<file path="src/rtl/vball_pkg.sv">
// Shared definitions for the PCM ROM cache: address/word widths, FSM states
// and the byte-lane selector used on DDRAM words.
package vball_pkg;

    localparam int unsigned PCM_AW = 18;
    localparam int unsigned DDR_DW = 64;
    localparam int unsigned WORD_W = PCM_AW - 3;

    typedef enum logic [1:0] {
        StIdle,
        StFill,
        StPref,
        StPend
    } pcm_state_e;

    function automatic logic [7:0] sel_byte(input logic [DDR_DW-1:0] w, input logic [2:0] s);
        return w[{s, 3'b000} +: 8];
    endfunction

endpackage

</file>
<file path="src/rtl/pcm_line_store.sv">
// Direct-mapped line storage: tag plus one 64-bit DDRAM word per line.
// Single synchronous write port, combinational read port, no reset.
module pcm_line_store
    import vball_pkg::*;
#(
    parameter int unsigned LINES = 4,
    parameter int unsigned TAG_W = 13
) (
    input  logic                     clk,
    input  logic                     we,
    input  logic [$clog2(LINES)-1:0] waddr,
    input  logic [TAG_W-1:0]         wtag,
    input  logic [DDR_DW-1:0]        wdata,
    input  logic [$clog2(LINES)-1:0] raddr,
    output logic [TAG_W-1:0]         rtag,
    output logic [DDR_DW-1:0]        rdata
);

    logic [TAG_W-1:0]  tag_mem  [LINES];
    logic [DDR_DW-1:0] data_mem [LINES];

    always_ff @(posedge clk) begin
        if (we) begin
            tag_mem[waddr]  <= wtag;
            data_mem[waddr] <= wdata;
        end
    end

    assign rtag  = tag_mem[raddr];
    assign rdata = data_mem[raddr];

endmodule

</file>
<file path="src/rtl/pcm_rom_cache.sv">
// Small direct-mapped read cache between the PCM player and DDRAM channel 1,
// with optional next-line prefetch after each demand fill.
module pcm_rom_cache
    import vball_pkg::*;
#(
    parameter int unsigned LINES    = 4,
    parameter int unsigned PREFETCH = 1
) (
    input  logic              clk,
    input  logic              reset_n,
    input  logic              flush,
    input  logic              pcm_rom_read,
    input  logic [PCM_AW-1:0] pcm_rom_addr,
    output logic [7:0]        pcm_rom_data,
    output logic              pcm_rom_data_rdy,
    output logic [PCM_AW-1:0] ch1_addr,
    output logic              ch1_req,
    input  logic              ch1_ready,
    input  logic [DDR_DW-1:0] ch1_dout
);

    localparam int unsigned IW = $clog2(LINES);
    localparam int unsigned TW = WORD_W - IW;

    pcm_state_e        state_q, state_d;
    logic [LINES-1:0]  valid_q, valid_d;
    logic              req_q, req_d;
    logic [PCM_AW-1:0] addr_q, addr_d;
    logic [7:0]        data_q, data_d;
    logic              rdy_q, rdy_d;
    logic [WORD_W-1:0] word_q, word_d;
    logic [2:0]        bsel_q, bsel_d;
    logic              pend_q, pend_d;
    logic [PCM_AW-1:0] pend_addr_q, pend_addr_d;
    logic              flushed_q, flushed_d;

    logic [PCM_AW-1:0] lk_addr;
    logic [WORD_W-1:0] lk_word, nx_word, w_word;
    logic [IW-1:0]     rd_idx;
    logic [TW-1:0]     rd_tag;
    logic [DDR_DW-1:0] rd_data;
    logic              fill_done, keep, lk_hit, nx_hit;

    // A strobe captured during a prefetch is replayed from pend_addr_q once idle.
    assign lk_addr   = pend_q ? pend_addr_q : pcm_rom_addr;
    assign lk_word   = lk_addr[PCM_AW-1:3];
    assign nx_word   = word_q + WORD_W'(1);
    assign w_word    = addr_q[PCM_AW-1:3];
    assign rd_idx    = (state_q == StFill) ? nx_word[IW-1:0] : lk_word[IW-1:0];
    assign fill_done = ch1_ready && req_q && (state_q != StIdle);
    assign keep      = !flush && !flushed_q;
    assign lk_hit    = !flush && valid_q[lk_word[IW-1:0]] && (rd_tag == lk_word[WORD_W-1:IW]);
    assign nx_hit    = !flush && valid_q[nx_word[IW-1:0]] && (rd_tag == nx_word[WORD_W-1:IW]);

    pcm_line_store #(
        .LINES (LINES),
        .TAG_W (TW)
    ) u_store (
        .clk   (clk),
        .we    (fill_done),
        .waddr (w_word[IW-1:0]),
        .wtag  (w_word[WORD_W-1:IW]),
        .wdata (ch1_dout),
        .raddr (rd_idx),
        .rtag  (rd_tag),
        .rdata (rd_data)
    );

    always_comb begin
        state_d     = state_q;
        valid_d     = valid_q;
        req_d       = req_q;
        addr_d      = addr_q;
        data_d      = data_q;
        rdy_d       = 1'b0;
        word_d      = word_q;
        bsel_d      = bsel_q;
        pend_d      = pend_q;
        pend_addr_d = pend_addr_q;
        flushed_d   = flushed_q | flush;

        if (fill_done && keep) begin
            valid_d[w_word[IW-1:0]] = 1'b1;
        end

        unique case (state_q)
            StIdle: begin
                flushed_d = 1'b0;
                if (pend_q || pcm_rom_read) begin
                    pend_d = 1'b0;
                    if (lk_hit) begin
                        data_d = sel_byte(rd_data, lk_addr[2:0]);
                        rdy_d  = 1'b1;
                    end else begin
                        req_d   = 1'b1;
                        addr_d  = {lk_word, 3'b000};
                        word_d  = lk_word;
                        bsel_d  = lk_addr[2:0];
                        state_d = StFill;
                    end
                end
            end
            StFill: begin
                if (ch1_ready && req_q) begin
                    req_d     = 1'b0;
                    data_d    = sel_byte(ch1_dout, bsel_q);
                    rdy_d     = 1'b1;
                    flushed_d = 1'b0;
                    if (PREFETCH != 0 && !nx_hit) begin
                        addr_d  = {nx_word, 3'b000};
                        state_d = StPref;
                    end else begin
                        state_d = StIdle;
                    end
                end
            end
            StPref, StPend: begin
                // Request drops for one cycle between the demand fill and the prefetch.
                if (!req_q) begin
                    req_d = 1'b1;
                end
                if (pcm_rom_read && state_q == StPref) begin
                    pend_d      = 1'b1;
                    pend_addr_d = pcm_rom_addr;
                    state_d     = StPend;
                end
                if (ch1_ready && req_q) begin
                    req_d     = 1'b0;
                    flushed_d = 1'b0;
                    state_d   = StIdle;
                end
            end
            default: state_d = StIdle;
        endcase

        if (flush) begin
            valid_d = '0;
        end
    end

    always_ff @(posedge clk or negedge reset_n) begin
        if (!reset_n) begin
            state_q     <= StIdle;
            valid_q     <= '0;
            req_q       <= 1'b0;
            addr_q      <= '0;
            data_q      <= '0;
            rdy_q       <= 1'b0;
            word_q      <= '0;
            bsel_q      <= '0;
            pend_q      <= 1'b0;
            pend_addr_q <= '0;
            flushed_q   <= 1'b0;
        end else begin
            state_q     <= state_d;
            valid_q     <= valid_d;
            req_q       <= req_d;
            addr_q      <= addr_d;
            data_q      <= data_d;
            rdy_q       <= rdy_d;
            word_q      <= word_d;
            bsel_q      <= bsel_d;
            pend_q      <= pend_d;
            pend_addr_q <= pend_addr_d;
            flushed_q   <= flushed_d;
        end
    end

    assign pcm_rom_data     = data_q;
    assign pcm_rom_data_rdy = rdy_q;
    assign ch1_addr         = addr_q;
    assign ch1_req          = req_q;

endmodule

</file>
<file path="config.mk">
export PLATFORM = sky130hd
export DESIGN_NAME = pcm_rom_cache
export DESIGN_NICKNAME = d
export VERILOG_FILES = /design/src/rtl/vball_pkg.sv /design/src/rtl/pcm_line_store.sv /design/src/rtl/pcm_rom_cache.sv
export SDC_FILE = /design/constraint.sdc
export NUM_CORES = 1
export LEC_CHECK = 0
export ABC_AREA = 1
export ABC_CLOCK_PERIOD_IN_PS = 18900
export BUFFER_PORTS_ARGS = -buffer_cell sky130_fd_sc_hd__buf_2
export CAP_MARGIN = 20
export CORE_MARGIN = 5
export CORE_UTILIZATION = 50
export DETAILED_ROUTE_END_ITERATION = 6
export PLACE_DENSITY = 0.71
export SYNTH_ARGS = -nofsm -noshare
export SYNTH_HDL_FRONTEND = slang
export SYNTH_SLANG_ARGS = --single-unit
</file>
<file path="constraint.sdc">
create_clock -name clk -period 18.9 [get_ports clk]
set_input_delay 3.78 -clock clk [delete_from_list [all_inputs] [get_ports clk]]
set_output_delay 3.78 -clock clk [all_outputs]
set_load 0.03 [all_outputs]
</file>
Word level (Yosys, flattened, before mapping)
Memories as Yosys holds them, arrays and structs flattened.
Index checks and enable logic that the tools add are counted.

storage, ports and cells
  bits in writable memories = 308
  memories kept = 2
  flip-flop bits (word level) = 72
  bits of input ports = 87
  word-level logic and storage cells = 104
  output and inout port bits = 28

cells by class
  shift-type cells = 2
  add/sub/neg operators = 1
  muxes and demuxes = 42
  order comparisons = 4
  bitwise gates (word level) = 3
  reduce and logical (&&, ||, !) cells = 27
  eq/ne operators = 12

memories
  name              words  width  rd ports  clocked after memory_dff  write ports  line                  source
  u_store.data_mem  4      64     1         0                         1            pcm_line_store.sv:20  logic [DDR_DW-1:0] data_mem [LINES];
  u_store.tag_mem   4      13     1         0                         1            pcm_line_store.sv:19  logic [TAG_W-1:0] tag_mem [LINES];

operator list
  cell                   count
  $shiftx 64x7->8        2
  $mux 18                5
  $pmux 18 s2            1
  $eq 13x13->1           2
  $mux 8                 3
  $pmux 8 s2             1
  $add 15x1->15 const B  1
  $mux 1                 15
  $mux 2                 7
  $logic_and 1x1->1      10
  $ne 2x2->1 const B     5
  $lt 2x3->1 const B     3
  $reduce_and 3->1       3
  $mux 4                 2
  $reduce_and 4->1       2
  $reduce_bool 2->1      4
  $pmux 1 s2             3
  $pmux 2 s3             1
  $reduce_and 5->1       1
  $bmux 1 s2             2
  $eq 2x2->1 const B     2
  $or 4x4->4             1
  $ne 3x3->1 const B     1
  $pmux 1 s3             1
  12 further kinds       13

Logic depth before layout (Yosys ltp)
  word-level depth = 8
  gate-level depth with buffers = 19
  gate-level depth less buffers = 18

By module
Synthesis repeated with hierarchy kept, for this count alone.

unflattened totals
  cell total of the unflattened synthesis = 1989
  area total of the unflattened synthesis = 18066.1 sq um

modules (own cells, without submodules)
  module          sequential area each (sq um)  area an instance (sq um)  cells an instance  times used
  pcm_line_store  9248.9                        12913.6                   1214               1
  pcm_rom_cache   1726.7                        5152.4                    775                1

Worst setup path after synthesis
Ideal clock, no wire load.

  path type = input to register
  start = input port ch1_ready
  end = memory u_store.data_mem[0][0], enable pin
  data required time = 18.293 ns
  buffers on the path = 0
  setup time = 0.607 ns
  arrival = 9.403 ns
  cell stages on the path = 4
  path slack = 8.890 ns
  path through = nand2_1 > nor2_1 > inv_1 > nor3_1

on the way
  word-level cells in the longest chain between the ends = 4

ends and longest elaborated chain
  element                         line                  source
  from (decl)                     pcm_rom_cache.sv:18   input logic ch1_ready,
  $logic_and 1x1->1 (2 in a row)  pcm_rom_cache.sv:50   assign fill_done = ch1_ready && req_q && (state_q != StIdle);
  $mux 1                          pcm_line_store.sv:23  if (we) begin
  $mux 1 (not written as such)    pcm_line_store.sv:25  data_mem[waddr] <= wdata;
  to (decl)                       pcm_line_store.sv:20

No other way between the ends.

Worst setup path after layout
  start = input port pcm_rom_addr[3]
  end = register addr_q[8], in the netlist ch1_addr[8]

on the way
  word-level cells in the longest chain between the ends = 7
  elaborated cells on any way between the ends = 13
  classes of those cells = eq/ne: 4; mux: 4; reduce/logical: 4; memory: 1

ends and longest elaborated chain
  element                                 line                                      source
  from (decl)                             pcm_rom_cache.sv:13                       input logic [PCM_AW-1:0] pcm_rom_addr,
  $mux 18 *                               pcm_rom_cache.sv:45                       assign lk_addr = pend_q ? pend_addr_q : pcm_rom_addr;
  $mux 2 or $bmux 1 s2 (tied branches)    pcm_rom_cache.sv:49, pcm_rom_cache.sv:52
  $mem_v2 4x13 or $mux 1 (tied branches)  -
  $eq 13x13->1 (tied with other cells)    pcm_rom_cache.sv:53                       assign nx_hit = !flush && valid_q[nx_word[IW-1:0]] && (rd_tag == nx_word[WORD_W-1:IW]);
  $logic_and 1x1->1 (on tied branches)    pcm_rom_cache.sv:53, pcm_rom_cache.sv:52
  $ne 2x2->1 (no line)                    -
  $reduce_and 5->1 (no line) *            -
  to (signal assigned)                    pcm_rom_cache.sv:158                      addr_q <= addr_d;
  to (decl)                               pcm_rom_cache.sv:28                       logic [PCM_AW-1:0] addr_q, addr_d;

Every way passes the cells marked *; elsewhere a longest branch is shown, timed or not. The select of a mux whose other input is x is not followed.
A chain may end at the register's enable or synchronous reset.

==> impl_metrics.csv <==
group,metric,value,unit
cts,cts_setup_buffers,0,
cts,tritoncts,"done",
worst_setup_path,arrival,7.50,ns
timing,skew,0.0173,ns
cts,clkLatencyLatePin,0.54,ns
yosys,yosys.area_share.simple,0.232,
worst_setup_path,cp.required,19.36,ns
grt,gr-usage-all-layers,0.252,
power,p_leak,8.07,nW
worst_setup_path,startpoint,"pcm_rom_addr[3]",
yosys,yosysWarningCount,0,
yosys,synth_xor_area_frac,0.00200,
placement,placed_cell_area,0.0183,mm²
yosys,synth_edf_count,308,
yosys,synthArstFlopShare,0.183,
finish,drive_gt1_frac,0.122,
min_path,min_path_type,"flip-flop to flip-flop",
worst_setup_path,cp_max_fo,107,
job,drv_cap,0,
die,initial_core_util,0.507,
worst_setup_path,rr_startpoint,"state_q[1]$_DFFE_PN0P_",
finish,instances_no_fill,2360,
yosys,synthAdderAreaFrac,0.000715,
yosys,ys_seq_elements,377,
min_path,holdCritStartpoint,"pend_addr_q[6]$_DFFE_PN0P_",
timing,setup_viol,0,
cts,cts_sinks,377,
timing,finalHoldViolCount,0,
yosys,ys_types,36,
grt,antenna_found_initial,3,
worst_setup_path,rrSetupSlack,13.86,ns
yosys,synth-seq-area-share,0.627,
timing,rsz0062_at_grt,"no",
yosys,synth_top_family_by_area,"simple AND/OR/NAND/NOR gates",
drt,totalWireLength,49800,µm
timing,period_share,0.373,
die,dieArea,0.0389,mm²
drt,drc,0,
power,max-vdd-ir-drop,0.171,mV
finish,postLayoutCellArea,0.0196,mm²
die,coreArea,0.0345,mm²
timing,worst_slew_pin_slew,1.14,ns
cts,ctsResizeCount,0,
worst_setup_path,startpoint_type,"primary input",
placement,place_hpwl,31200,µm
yosys,yosysTopAreaCellShare,0.528,
drt,drt_iter0_drc,1638,
outcome,status,"finished clean",
drt,num_vias,13500,
yosys,synthCells,1799,
yosys,syn_area,0.0175,mm²
cts,cts_buffer_depth,3,
drt,ant_nets,0,
yosys,synth-main-ff-cell,"edfxtp_1",
grt,grt_pass1_vias,12600,
cts,clkTransAtPathRegs,0.06,ns
drt,viasPerCell,5.70,
power,p_per_area,178,mW/mm²
drt,firstDrtPassIters,5,
yosys,synth_compound_area_frac,0.0754,
cts,cts_buffers,40,
grt,grt_max_degree,108,
finish,area_growth,12.0,%
cts,cts_hold_buf,0,
cts,cts_root_buf,"clkbuf_16",
yosys,yosys-top-cells-area,"edfxtp_1, nand2_1, dfrtp_1",
placement,place_congestion,0.952,
timing,fmax,142,MHz
die,die_h,197,µm
worst_setup_path,crit_type,"primary input to flip-flop",
die,row_count,68,
yosys,synthMuxAreaShare,0.00386,
grt,overflow,0,
cts,htree_num_levels,2,
yosys,synth_top_cell_by_area,"edfxtp_1",
timing,fin_setup_tns,0,ns
yosys,avgSynthCellArea,9.73,µm²
timing,post-route-min-period,7.05,ns
placement,portBuffers,111,
die,ios,115,
die,die_x,197,µm
finish,nFillCells,3031,
timing,slew_violations,0,
finish,final_core_util,0.568,
finish,nNetsFinal,1964,
drt,wl_per_cell,21.1,µm
grt,grt_pass1_wl,75300,µm
timing,maxSlewHeadroom,0.240,
placement,place_inst,2287,
worst_setup_path,worstSetupEndpointType,"flip-flop",
## registers in the layout, summed over array words and instances (netlist names), 2 cells and up
signal / cells
u_store.data_mem: 256
u_store.tag_mem: 52
pend_addr_q: 18
ch1_addr: 15
word_q: 15
pcm_rom_data: 8
valid_q: 4
bsel_q: 3
state_q: 2
## where the power goes
group	switching, mW	internal, mW
Combinational	1.12	0.425
Clock	0.317	0.442
Sequential	0.114	1.08
Total	1.55	1.95
## worst max-delay path, cell delays in order
cell     delay [ns]
buf_2          0.11
nand2_2        0.09
nand3_4        0.31
nand2_8        0.64
buf_4          0.80
nand2_1        0.16
nand3_2        0.14
nand3_1        0.10
nand2_1        0.10
nand3_1        0.09
nor2_1         0.19
nand3_2        0.35
nand3_4        0.32
nand2_1        0.07
nand2_1        0.08
## layout make-up
cell class              instances  area, µm²  share of cell area
well taps                     455        569              0.0290
flip-flops and latches        377      11000               0.560
diodes                          1       2.50            0.000128
inverters                     142        533              0.0272
clock inverters                21        186             0.00950
clock buffers                  49       1070              0.0543
multi-input cells            1183       5560               0.283
repair buffers                132        727              0.0371
## through the flow
stage	hold slack, ns	power, mW	setup WS [ns]
detailed placement	0.473	2.73	11.40
floorplan	0.453	2.28	8.89
CTS	0.489	3.49	11.96
global placement	0.467	2.70	11.53
global route	0.512	3.71	11.56
finish	0.489	3.50	11.85
## layer usage
metal	up-vias	wire length, µm	track usage
met5	-	27	0
met4	4	1120	0.0665
met3	83	5270	0.0675
met2	704	22200	0.378
met1	6384	21200	0.367
li1	6285	-	-
## cells in the final DEF, fill, tap and decap left out, types with 2 or more instances in the layout
cell | synthesis | routed
inv_1 | 138 | 138
o21a_1 | 2 | 2
xor2_1 | 4 | 4
o22ai_1 | 8 | 8
edfxtp_1 | 308 | 308
nor3_2 | 0 | 4
inv_2 | 3 | 3
o21ai_0 | 117 | 117
nor3_1 | 7 | 3
o211ai_1 | 71 | 71
buf_2 | 37 | 110
nor2_1 | 113 | 113
clkbuf_16 | 0 | 41
inv_6 | 0 | 2
nand2_4 | 3 | 3
bufinv_16 | 0 | 3
buf_4 | 16 | 20
nand2_1 | 550 | 550
o21ai_1 | 14 | 13
nand3_1 | 220 | 220
a21oi_1 | 10 | 9
clkinv_2 | 0 | 5
clkbuf_1 | 37 | 7
nand2_2 | 9 | 8
nand4_1 | 25 | 25
dfrtp_1 | 69 | 69
mux2_2 | 6 | 6
nand3_4 | 4 | 4
or2_2 | 7 | 7
clkinv_1 | 1 | 9
conb_1 | 1 | 3
clkinvlp_4 | 0 | 2
nand3_2 | 3 | 3
## Yosys cell counts (all sizes together), types with 2 or more instances
master / count
nand2: 562
edfxtp: 308
nand3: 227
inv: 141
o21ai: 132
nor2: 116
o211ai: 71
dfrtp: 69
buf: 62
clkbuf: 37
nand4: 25
a21oi: 10
o22ai: 8
nor3: 7
or2: 7
mux2: 6
xor2: 4
o21a: 2
## cell families after synthesis
| kind of cell | Yosys count |
|---|---|
| flip-flops | 377 |
| adder cells (fa/ha/maj) | 1 |
| AO/OA/AOI/OAI | 224 |
| multiplexers | 6 |
| buffers and inverters | 241 |
| XOR/XNOR | 4 |
| AND/OR/NAND/NOR | 945 |
| other | 1 |
## final timing paths
check	cells after the start	to
min in group asynchronous	1	ch1_addr[9]$_DFFE_PN0P_
min	2	pend_addr_q[6]$_DFFE_PN0P_
max	15	ch1_addr[8]$_DFFE_PN0P_
max in group asynchronous	1	pend_addr_q[1]$_DFFE_PN0P_
min reg2reg	2	pend_addr_q[6]$_DFFE_PN0P_
max reg2reg	15	ch1_addr[8]$_DFFE_PN0P_
(Power assumes the default switching activity.)
